==> src/rtl/bcd_timer_pkg.sv <==
// Shared types, constants and helpers for the BCD countdown timer.
package bcd_timer_pkg;

    typedef enum logic [1:0] {
        IDLE    = 2'd0,
        RUN     = 2'd1,
        PAUSE   = 2'd2,
        EXPIRED = 2'd3
    } state_e;

    localparam logic [3:0] BCD_MAX    = 4'd9;
    localparam int         BCD_NIBBLE = 4;

    function automatic logic [3:0] bcd_sat(input logic [3:0] nibble);
        if (nibble > BCD_MAX) begin
            return BCD_MAX;
        end else begin
            return nibble;
        end
    endfunction

endpackage

==> src/rtl/bcd_countdown_n_if.sv <==
// Control/status bundle between the timer and its controller (switches, tick source, display).
interface bcd_countdown_n_if #(
    parameter int NUM_DIGITS = 2
) ();
    logic                      tick;
    logic                      clear;
    logic                      load_en;
    logic [4*NUM_DIGITS-1:0]   load_val;
    logic                      start;
    logic                      pause;
    logic [4*NUM_DIGITS-1:0]   count_out;
    logic                      timeout;
    logic                      expired;
    logic                      running;
    logic                      warn;

    modport master (
        output tick, clear, load_en, load_val, start, pause,
        input  count_out, timeout, expired, running, warn
    );

    modport slave (
        input  tick, clear, load_en, load_val, start, pause,
        output count_out, timeout, expired, running, warn
    );
endinterface

==> src/rtl/bcd_countdown_n_digit_dec.sv <==
// One BCD digit of the ripple-borrow decrementer: 0 with borrow-in wraps to 9 and borrows on.
module bcd_digit_dec
    import bcd_timer_pkg::*;
(
    input  logic [3:0] digit_i,
    input  logic       borrow_in_i,
    output logic [3:0] digit_next_o,
    output logic       borrow_out_o
);

    // Single-digit subtract with borrow
    always_comb begin
        digit_next_o = digit_i;
        borrow_out_o = 1'b0;
        if (borrow_in_i) begin
            if (digit_i == 4'd0) begin
                digit_next_o = BCD_MAX;
                borrow_out_o = 1'b1;
            end else begin
                digit_next_o = digit_i - 4'd1;
                borrow_out_o = 1'b0;
            end
        end else begin
            digit_next_o = digit_i;
            borrow_out_o = 1'b0;
        end
    end

endmodule

==> src/rtl/bcd_countdown_n.sv <==
// N-digit BCD countdown timer with run/pause/expired FSM, optional auto-reload and low-time warning.
module bcd_countdown_n
    import bcd_timer_pkg::*;
#(
    parameter int NUM_DIGITS  = 2,
    parameter bit AUTO_RELOAD = 1'b0,
    parameter int WARN_THRESH = 5
) (
    input logic              clk,
    input logic              rst,
    bcd_countdown_n_if.slave bus
);

    localparam int CW = BCD_NIBBLE * NUM_DIGITS;

    localparam logic [1:0] ST_IDLE    = IDLE;
    localparam logic [1:0] ST_RUN     = RUN;
    localparam logic [1:0] ST_PAUSE   = PAUSE;
    localparam logic [1:0] ST_EXPIRED = EXPIRED;

    logic [1:0]          state_q, state_d;
    logic [CW-1:0]       count_q, count_d;
    logic [CW-1:0]       reload_q, reload_d;
    logic                timeout_q, timeout_d;
    logic                pend_q, pend_d;

    logic [CW-1:0]       load_sat_s;
    logic [CW-1:0]       dec_s;
    logic [NUM_DIGITS:0] borrow_s;
    logic                cnt_zero_s;
    logic                cnt_one_s;
    logic                go_s;
    logic [31:0]         count_bin_s;

    assign borrow_s[0] = 1'b1;

    for (genvar g = 0; g < NUM_DIGITS; g++) begin : g_dec
        bcd_digit_dec u_dec (
            .digit_i      (count_q[g*BCD_NIBBLE +: BCD_NIBBLE]),
            .borrow_in_i  (borrow_s[g]),
            .digit_next_o (dec_s[g*BCD_NIBBLE +: BCD_NIBBLE]),
            .borrow_out_o (borrow_s[g+1])
        );
    end

    // A borrow escaping the top digit means every digit was zero.
    assign cnt_zero_s = borrow_s[NUM_DIGITS];
    assign cnt_one_s  = (count_q == CW'(1));
    assign go_s       = bus.start && !bus.pause;

    // Per-digit saturation of the switch value
    always_comb begin
        load_sat_s = '0;
        for (int i = 0; i < NUM_DIGITS; i++) begin
            load_sat_s[i*BCD_NIBBLE +: BCD_NIBBLE] = bcd_sat(bus.load_val[i*BCD_NIBBLE +: BCD_NIBBLE]);
        end
    end

    // BCD count to binary for the warning threshold
    always_comb begin
        count_bin_s = 32'd0;
        for (int i = NUM_DIGITS - 1; i >= 0; i--) begin
            count_bin_s = (count_bin_s * 32'd10) + {28'd0, count_q[i*BCD_NIBBLE +: BCD_NIBBLE]};
        end
    end

    // FSM and datapath next-state
    always_comb begin
        state_d   = state_q;
        count_d   = count_q;
        reload_d  = reload_q;
        timeout_d = 1'b0;
        pend_d    = 1'b0;
        if (bus.clear) begin
            state_d = ST_IDLE;
            count_d = '0;
        end else if (bus.load_en) begin
            count_d  = load_sat_s;
            reload_d = load_sat_s;
            state_d  = ST_IDLE;
        end else if (pend_q) begin
            // Auto-reload cycle after the zero pulse; ticks do not apply here.
            if (reload_q == '0) begin
                state_d = ST_EXPIRED;
            end else begin
                count_d = reload_q;
                state_d = bus.pause ? ST_PAUSE : ST_RUN;
            end
        end else begin
            case (state_q)
                ST_IDLE: begin
                    if (go_s && !cnt_zero_s) state_d = ST_RUN;
                    else                     state_d = ST_IDLE;
                end
                ST_RUN: begin
                    if (bus.pause) begin
                        state_d = ST_PAUSE;
                    end else if (bus.tick) begin
                        if (cnt_zero_s) begin
                            state_d = ST_EXPIRED;
                        end else if (cnt_one_s) begin
                            count_d   = '0;
                            timeout_d = 1'b1;
                            if (AUTO_RELOAD) pend_d  = 1'b1;
                            else             state_d = ST_EXPIRED;
                        end else begin
                            count_d = dec_s;
                        end
                    end else begin
                        state_d = ST_RUN;
                    end
                end
                ST_PAUSE: begin
                    if (go_s) state_d = ST_RUN;
                    else      state_d = ST_PAUSE;
                end
                ST_EXPIRED: begin
                    if (go_s && (reload_q != '0)) begin
                        count_d = reload_q;
                        state_d = ST_RUN;
                    end else begin
                        state_d = ST_EXPIRED;
                    end
                end
                default: begin
                    state_d = ST_IDLE;
                    count_d = '0;
                end
            endcase
        end
    end

    // State and output registers
    always_ff @(posedge clk) begin
        if (rst) begin
            state_q   <= ST_IDLE;
            count_q   <= '0;
            reload_q  <= '0;
            timeout_q <= 1'b0;
            pend_q    <= 1'b0;
        end else begin
            state_q   <= state_d;
            count_q   <= count_d;
            reload_q  <= reload_d;
            timeout_q <= timeout_d;
            pend_q    <= pend_d;
        end
    end

    assign bus.count_out = count_q;
    assign bus.timeout   = timeout_q;
    assign bus.expired   = (state_q == ST_EXPIRED);
    assign bus.running   = (state_q == ST_RUN);
    assign bus.warn      = (state_q == ST_RUN) && !cnt_zero_s && (count_bin_s <= 32'(WARN_THRESH));

endmodule
==> src/flat_wrapper.sv <==
// flat-port wrapper written by rule: the top's interface ports become plain ports
module bcd_countdown_n_flat import bcd_timer_pkg::*;
#(
    parameter int NUM_DIGITS  = 2,
    parameter bit AUTO_RELOAD = 1'b0,
    parameter int WARN_THRESH = 5
)
  (clk, rst, bus_tick, bus_clear, bus_load_en, bus_load_val, bus_start, bus_pause, bus_count_out, bus_timeout, bus_expired, bus_running, bus_warn);
  bcd_countdown_n_if #(.NUM_DIGITS(NUM_DIGITS)) bus_i ();
  input logic clk;
  input logic rst;
  input wire logic [$bits(bus_i.tick)-1:0] bus_tick;
  input wire logic [$bits(bus_i.clear)-1:0] bus_clear;
  input wire logic [$bits(bus_i.load_en)-1:0] bus_load_en;
  input wire logic [$bits(bus_i.load_val)-1:0] bus_load_val;
  input wire logic [$bits(bus_i.start)-1:0] bus_start;
  input wire logic [$bits(bus_i.pause)-1:0] bus_pause;
  output wire logic [$bits(bus_i.count_out)-1:0] bus_count_out;
  output wire logic [$bits(bus_i.timeout)-1:0] bus_timeout;
  output wire logic [$bits(bus_i.expired)-1:0] bus_expired;
  output wire logic [$bits(bus_i.running)-1:0] bus_running;
  output wire logic [$bits(bus_i.warn)-1:0] bus_warn;
  assign bus_i.tick = bus_tick;
  assign bus_i.clear = bus_clear;
  assign bus_i.load_en = bus_load_en;
  assign bus_i.load_val = bus_load_val;
  assign bus_i.start = bus_start;
  assign bus_i.pause = bus_pause;
  assign bus_count_out = bus_i.count_out;
  assign bus_timeout = bus_i.timeout;
  assign bus_expired = bus_i.expired;
  assign bus_running = bus_i.running;
  assign bus_warn = bus_i.warn;
  bcd_countdown_n #(.NUM_DIGITS(NUM_DIGITS), .AUTO_RELOAD(AUTO_RELOAD), .WARN_THRESH(WARN_THRESH)) u_core (.clk(clk), .rst(rst), .bus(bus_i));
endmodule
==> config.mk <==
export PLATFORM = sky130hd
export DESIGN_NAME = bcd_countdown_n_flat
export DESIGN_NICKNAME = d
export VERILOG_FILES = /design/src/rtl/bcd_timer_pkg.sv /design/src/rtl/bcd_countdown_n_if.sv /design/src/rtl/bcd_countdown_n_digit_dec.sv /design/src/rtl/bcd_countdown_n.sv /design/src/flat_wrapper.sv
export SDC_FILE = /design/constraint.sdc
export NUM_CORES = 1
export LEC_CHECK = 0
export ABC_AREA = 0
export CAP_MARGIN = 10
export CORE_MARGIN = 2
export CORE_UTILIZATION = 35
export CTS_BUF_LIST = sky130_fd_sc_hd__clkbuf_2
export DETAILED_ROUTE_END_ITERATION = 8
export SYNTH_ARGS = -nofsm -noshare
export SYNTH_HDL_FRONTEND = slang
export SYNTH_SLANG_ARGS = --single-unit
==> constraint.sdc <==
create_clock -name clk -period 3.2 [get_ports clk]
set_input_delay 0.64 -clock clk [delete_from_list [all_inputs] [get_ports clk]]
set_output_delay 0.64 -clock clk [all_outputs]
set_load 0.1 [all_outputs]
# [Yosys cells after proc, flatten, opt, wreduce, memory -nomap -nowiden]
# Index checks and enable logic that the tools add are counted.
[word_totals] reg_bits=19 output_inout_bits=12
[op_classes] mux=24 n_mul=1 order_cmp=3 n_bitwise=3 n_addsub=3 n_eq_ne=10 reduce_logical=18
[op_table] cell="$mux 8" count=6
[op_table] cell="$add 32x4->32" count=1
[op_table] cell="$le 32x3->1 const B" count=1
[op_table] cell="$mux 4" count=5
[op_table] cell="$pmux 8 s2" count=1
[op_table] cell="$mux 2" count=6
[op_table] cell="$ne 3x3->1 const B" count=3
[op_table] cell="$eq 8x1->1 const B" count=1
[op_table] cell="$gt 4x4->1 const B" count=2
[op_table] cell="$logic_not 4->1" count=2
[op_table] cell="$pmux 2 s4" count=1
[op_table] cell="$reduce_bool 8->1" count=1
[op_table] cell="$sub 4x1->4 const B" count=2
[op_table] cell="$mul 4x3->7 const B" count=1
[op_table] cell="$reduce_or 7->1" count=1
[op_table] cell="$reduce_and 6->1" count=1
[op_table] cell="$logic_and 1x1->1" count=5
[op_table] cell="$mux 1" count=5
[op_table] cell="$ne 5x3->1 const B" count=1
[op_table] cell="$reduce_and 5->1" count=1
[op_table] cell="$eq 2x2->1 const B" count=2
[op_table] cell="$ne 4x2->1 const B" count=1
[op_table] cell="$ne 3x2->1 const B" count=1
[op_table] cell="$not 1->1" count=3
[op_table] cell="other kinds (7)" count=8

# [Logic depth before layout (Yosys ltp)]
[depth] depth_word=9 depth_mapped=7 ltp_nobuf=7

# [Cells and area by module]
# A second synthesis with hierarchy kept.
[hier_totals] cells_unflattened=177 area_unflattened_um2=1524.0
[by_module_without_submodules] mod="bcd_countdown_n" instances=1 area_per_inst_um2=1366.3 cells_per_inst=155
[by_module_without_submodules] mod="bcd_digit_dec" instances=2 area_per_inst_um2=78.8 cells_per_inst=11

# [Worst setup path after synthesis]
# No wires, ideal clock.
[synth_timing] path_kind="reg-to-output" from="register u_core.count_q[5], in the netlist u_core.bus.count_out[5]" to="output port bus_warn" path_slack_ns=-0.762 stages_incl_launch_ff=8 path_buffers=0 arrival_time_ns=3.322 cell_sequence="dfxtp_1 > ha_1 > ha_1 > inv_1 > fa_1 > a211o_1 > a222oi_1 > and4_1"
[synth_via] elab_chain_cells=6
[synth_rtl] item="from (decl)" line="bcd_countdown_n.sv:22" text="logic [CW-1:0] count_q, count_d;"
[synth_rtl] item="from (signal assigned)" line="bcd_countdown_n.sv:143" text="count_q <= count_d;"
[synth_rtl] item="branches (longest 5 deep; another with $add 32x4->32)"
[synth_rtl] item="$logic_and 1x1->1 (*)" line="bcd_countdown_n.sv:154" text="assign bus.warn = (state_q == ST_RUN) && !cnt_zero_s && (count_bin_s <= 32'(WARN_THRESH));"
[synth_rtl] item="to (decl)" line="flat_wrapper.sv:22" text="output wire logic [$bits(bus_i.warn)-1:0] bus_warn;"
# Mark *: on every way between the ends.

# [Worst setup path in the final report]
[layout_timing] from="register u_core.count_q[7], in the netlist u_core.bus.count_out[7]" to="output port bus_warn"
# Same word-level chain as after synthesis.

==> flow_summary.json <==
{
  "status": "complete, no violations",
  "totalWireLength_um": 3570,
  "tightest_slew_ns": 0.5928,
  "skew_ns": 0.02041,
  "first_pass_iters": 4,
  "antenna_cells": 0,
  "ys_ff_latch": 19,
  "die_width_um": 67.39,
  "syn_area_um2": 1406,
  "cts_buffers": 3,
  "vias": 1399,
  "slew_violations": 0,
  "finalSetupTns_ns": 0,
  "yosys-top-cells-area": "dfxtp_1, ha_1, nand2_1",
  "synth_cell_types": 41,
  "post-route-period-util_pct": 96.28,
  "fillCellCount": 386,
  "dpl_cell_area_um2": 1667,
  "synth_xor_area_share_pct": 0.6228,
  "grt_pass1_wl_um": 5865,
  "clk_latency_ns": 0.33,
  "hold_violations": 0,
  "die_h_um": 67.39,
  "pre_cts_slack_ns": 0.3017,
  "dieArea_um2": 4541,
  "clockRootBuffer": "clkbuf_2",
  "final_cell_mix": "buf_4, nand2_1, nor2_1",
  "synth_top_family_by_area": "simple AND/OR/NAND/NOR gates",
  "syn-num-nets": 191,
  "coreArea_um2": 3943,
  "relSlewSlack_pct": 60.33,
  "async_flop_share_pct": 0,
  "cts.sinks": 19,
  "wl_per_cell_um": 14.34,
  "synth.top_cell.area_share_pct": 27.05,
  "synthFlopType": "dfxtp_1",
  "fin_crit_ns": 3.081,
  "drive_above_1_share_pct": 23.62,
  "viasPerCell": 5.618,
  "cts_tree": "done",
  "critPathArrivalTime_ns": 2.44,
  "design_area_um2": 1789,
  "antenna_found_initial": 0,
  "ir_drop_mv": 0.1328,
  "postSynthAreaPerCell_um2": 8.421,
  "hp-class": "flip-flop to flip-flop",
  "grt_usage_pct": 16.72,
  "initial_utilization_pct": 35.67,
  "row_count": 23,
  "setup_slack_ns": 0.1191,
  "cp-start-kind": "flip-flop",
  "synth-compound-area-share_pct": 26.78,
  "worstPathMaxFanout": 2,
  "grt_pass1_vias": 1274,
  "end_kind": "output pin",
  "cts.htree.levels": 1,
  "timing.fmax_ghz": 0.3246,
  "io_buffers": 26,
  "p_per_area_nw_per_um2": 296.4,
  "layout_commonest_cell": "buf_4",
  "required_ns": 2.56,
  "synth_edf_count": 0,
  "area_growth_pct": 27.22,
  "gr-total-overflow": 0,
  "synthMuxAreaShare_pct": 0,
  "leakagePower_nw": 0.6684,
  "power_mw": 0.5303,
  "setup_violations": 0,
  "synth_cells": 167,
  "yosys_warnings": 0,
  "synth-simple-area-share_pct": 29.54,
  "nNetsFinal": 224,
  "clock_path_buffers": 2,
  "drc": 0,
  "drt-initial-drc-count": 88,
  "antenna_left": 0,
  "grt_max_degree": 22,
  "maxCapViolations": 0,
  "seq_area_frac_synth_pct": 27.05,
  "hold_buffers": 0,
  "synth-adder-area-share_pct": 9.075,
  "boundaryPins": 27,
  "clkSlewWorstSetupHoldPaths_ns": 0.21,
  "yosys.area.top_type": "dfxtp_1",
  "dp_hpwl_um": 2646,
  "path_class": "flip-flop to output pin",
  "gp_congestion": 0.8393,
  "rsz0062_at_grt": "false"
}
[power by group]
part / internal, mW / total [mW] / leakage [nW] / switching, mW
clock network: 0.0331 / 0.114 / 0.0166 / 0.0806
logic: 0.0646 / 0.159 / 0.494 / 0.0939
registers: 0.244 / 0.258 / 0.158 / 0.0145
total: 0.341 / 0.530 / 0.668 / 0.189
[per-layer routing]
metal  routed length [µm]  global-route usage [%]
met1                 1640                   22.80
met4                   34                   4.847
met5                    0                       0
met3                  228                   2.667
met2                 1666                   27.23
[critical path, stage by stage (launching register included)]
cell and delay [ns]:
dfxtp_4 0.40, ha_4 0.27, ha_4 0.12, inv_2 0.04, fa_2 0.35, a211o_1 0.24, a222oi_1 0.25, and4_4 0.28
buf_12 0.17
[synthesized netlist by cell type (2+ instances only)]
master,number
a311oi_1,4
clkbuf_1,3
nand3_1,6
nor2_1,16
nor4_4,2
fa_1,2
o21a_1,2
nand2b_1,2
inv_1,9
ha_1,7
o21ai_0,5
nor4_1,5
nor4_2,2
o41ai_1,2
nand2_1,20
a211oi_1,9
a21oi_1,13
nor3_1,8
nor2b_1,5
dfxtp_1,19
buf_6,3
a211o_1,4
[registers in the layout (all words and copies together) (netlist names)]
register and flops:
u_core.state_q 2, u_core.reload_q 8, u_core.bus.timeout 1, u_core.bus.count_out 8
[stage by stage]
stage               hold WS (ns)  cells  util [%]
floorplan                 0.4598    167         -
CTS                       0.4994    242     43.35
finish                    0.5030    249     45.38
detailed placement        0.4756    236     42.27
global route              0.5311    249     45.38
global placement          0.4747    236     42.27
[final cells by class]
class / instances / area [µm²] / share of cell area (%)
timing repair buffer: 36 / 317.8 / 17.76
multi-input combinational: 131 / 958.4 / 53.57
inverter: 9 / 33.78 / 1.888
clock buffer: 4 / 20.02 / 1.119
tap: 50 / 62.56 / 3.496
sequential: 19 / 396.6 / 22.17
[kinds of logic (layout without fill, tap and decap cells)]
logic type                 after synthesis  in the layout
AOI/OAI and AO/OA                       48             48
buffers and inverters                   17             49
xor gates and xnor gates                 1              1
and+or+nand+nor                         73             73
adders and majority gates                9              9
DFF                                     19             19
[worst paths after layout]
kind,from,to,slack [ns],depth (start not counted)
hold / removal,u_core.reload_q[6]$_SDFFE_PP0P_,u_core.reload_q[6]$_SDFFE_PP0P_,0.50,2
setup / recovery,u_core.bus.count_out[7]$_SDFFE_PP0P_,bus_warn,0.12,8
hold reg to reg,u_core.reload_q[6]$_SDFFE_PP0P_,u_core.reload_q[6]$_SDFFE_PP0P_,0.50,2
setup reg to reg,u_core.bus.count_out[7]$_SDFFE_PP0P_,u_core.bus.count_out[5]$_SDFFE_PP0P_,1.25,6
[what timing repair did]
item                                    in CTS  in global routing
pin swaps                                    2                  5
setup buffers                                2                  7
endpoints found under the setup margin       1                  1
gates resized for setup                      3                  5
No activity file was read; power rests on OpenSTA's default activity.
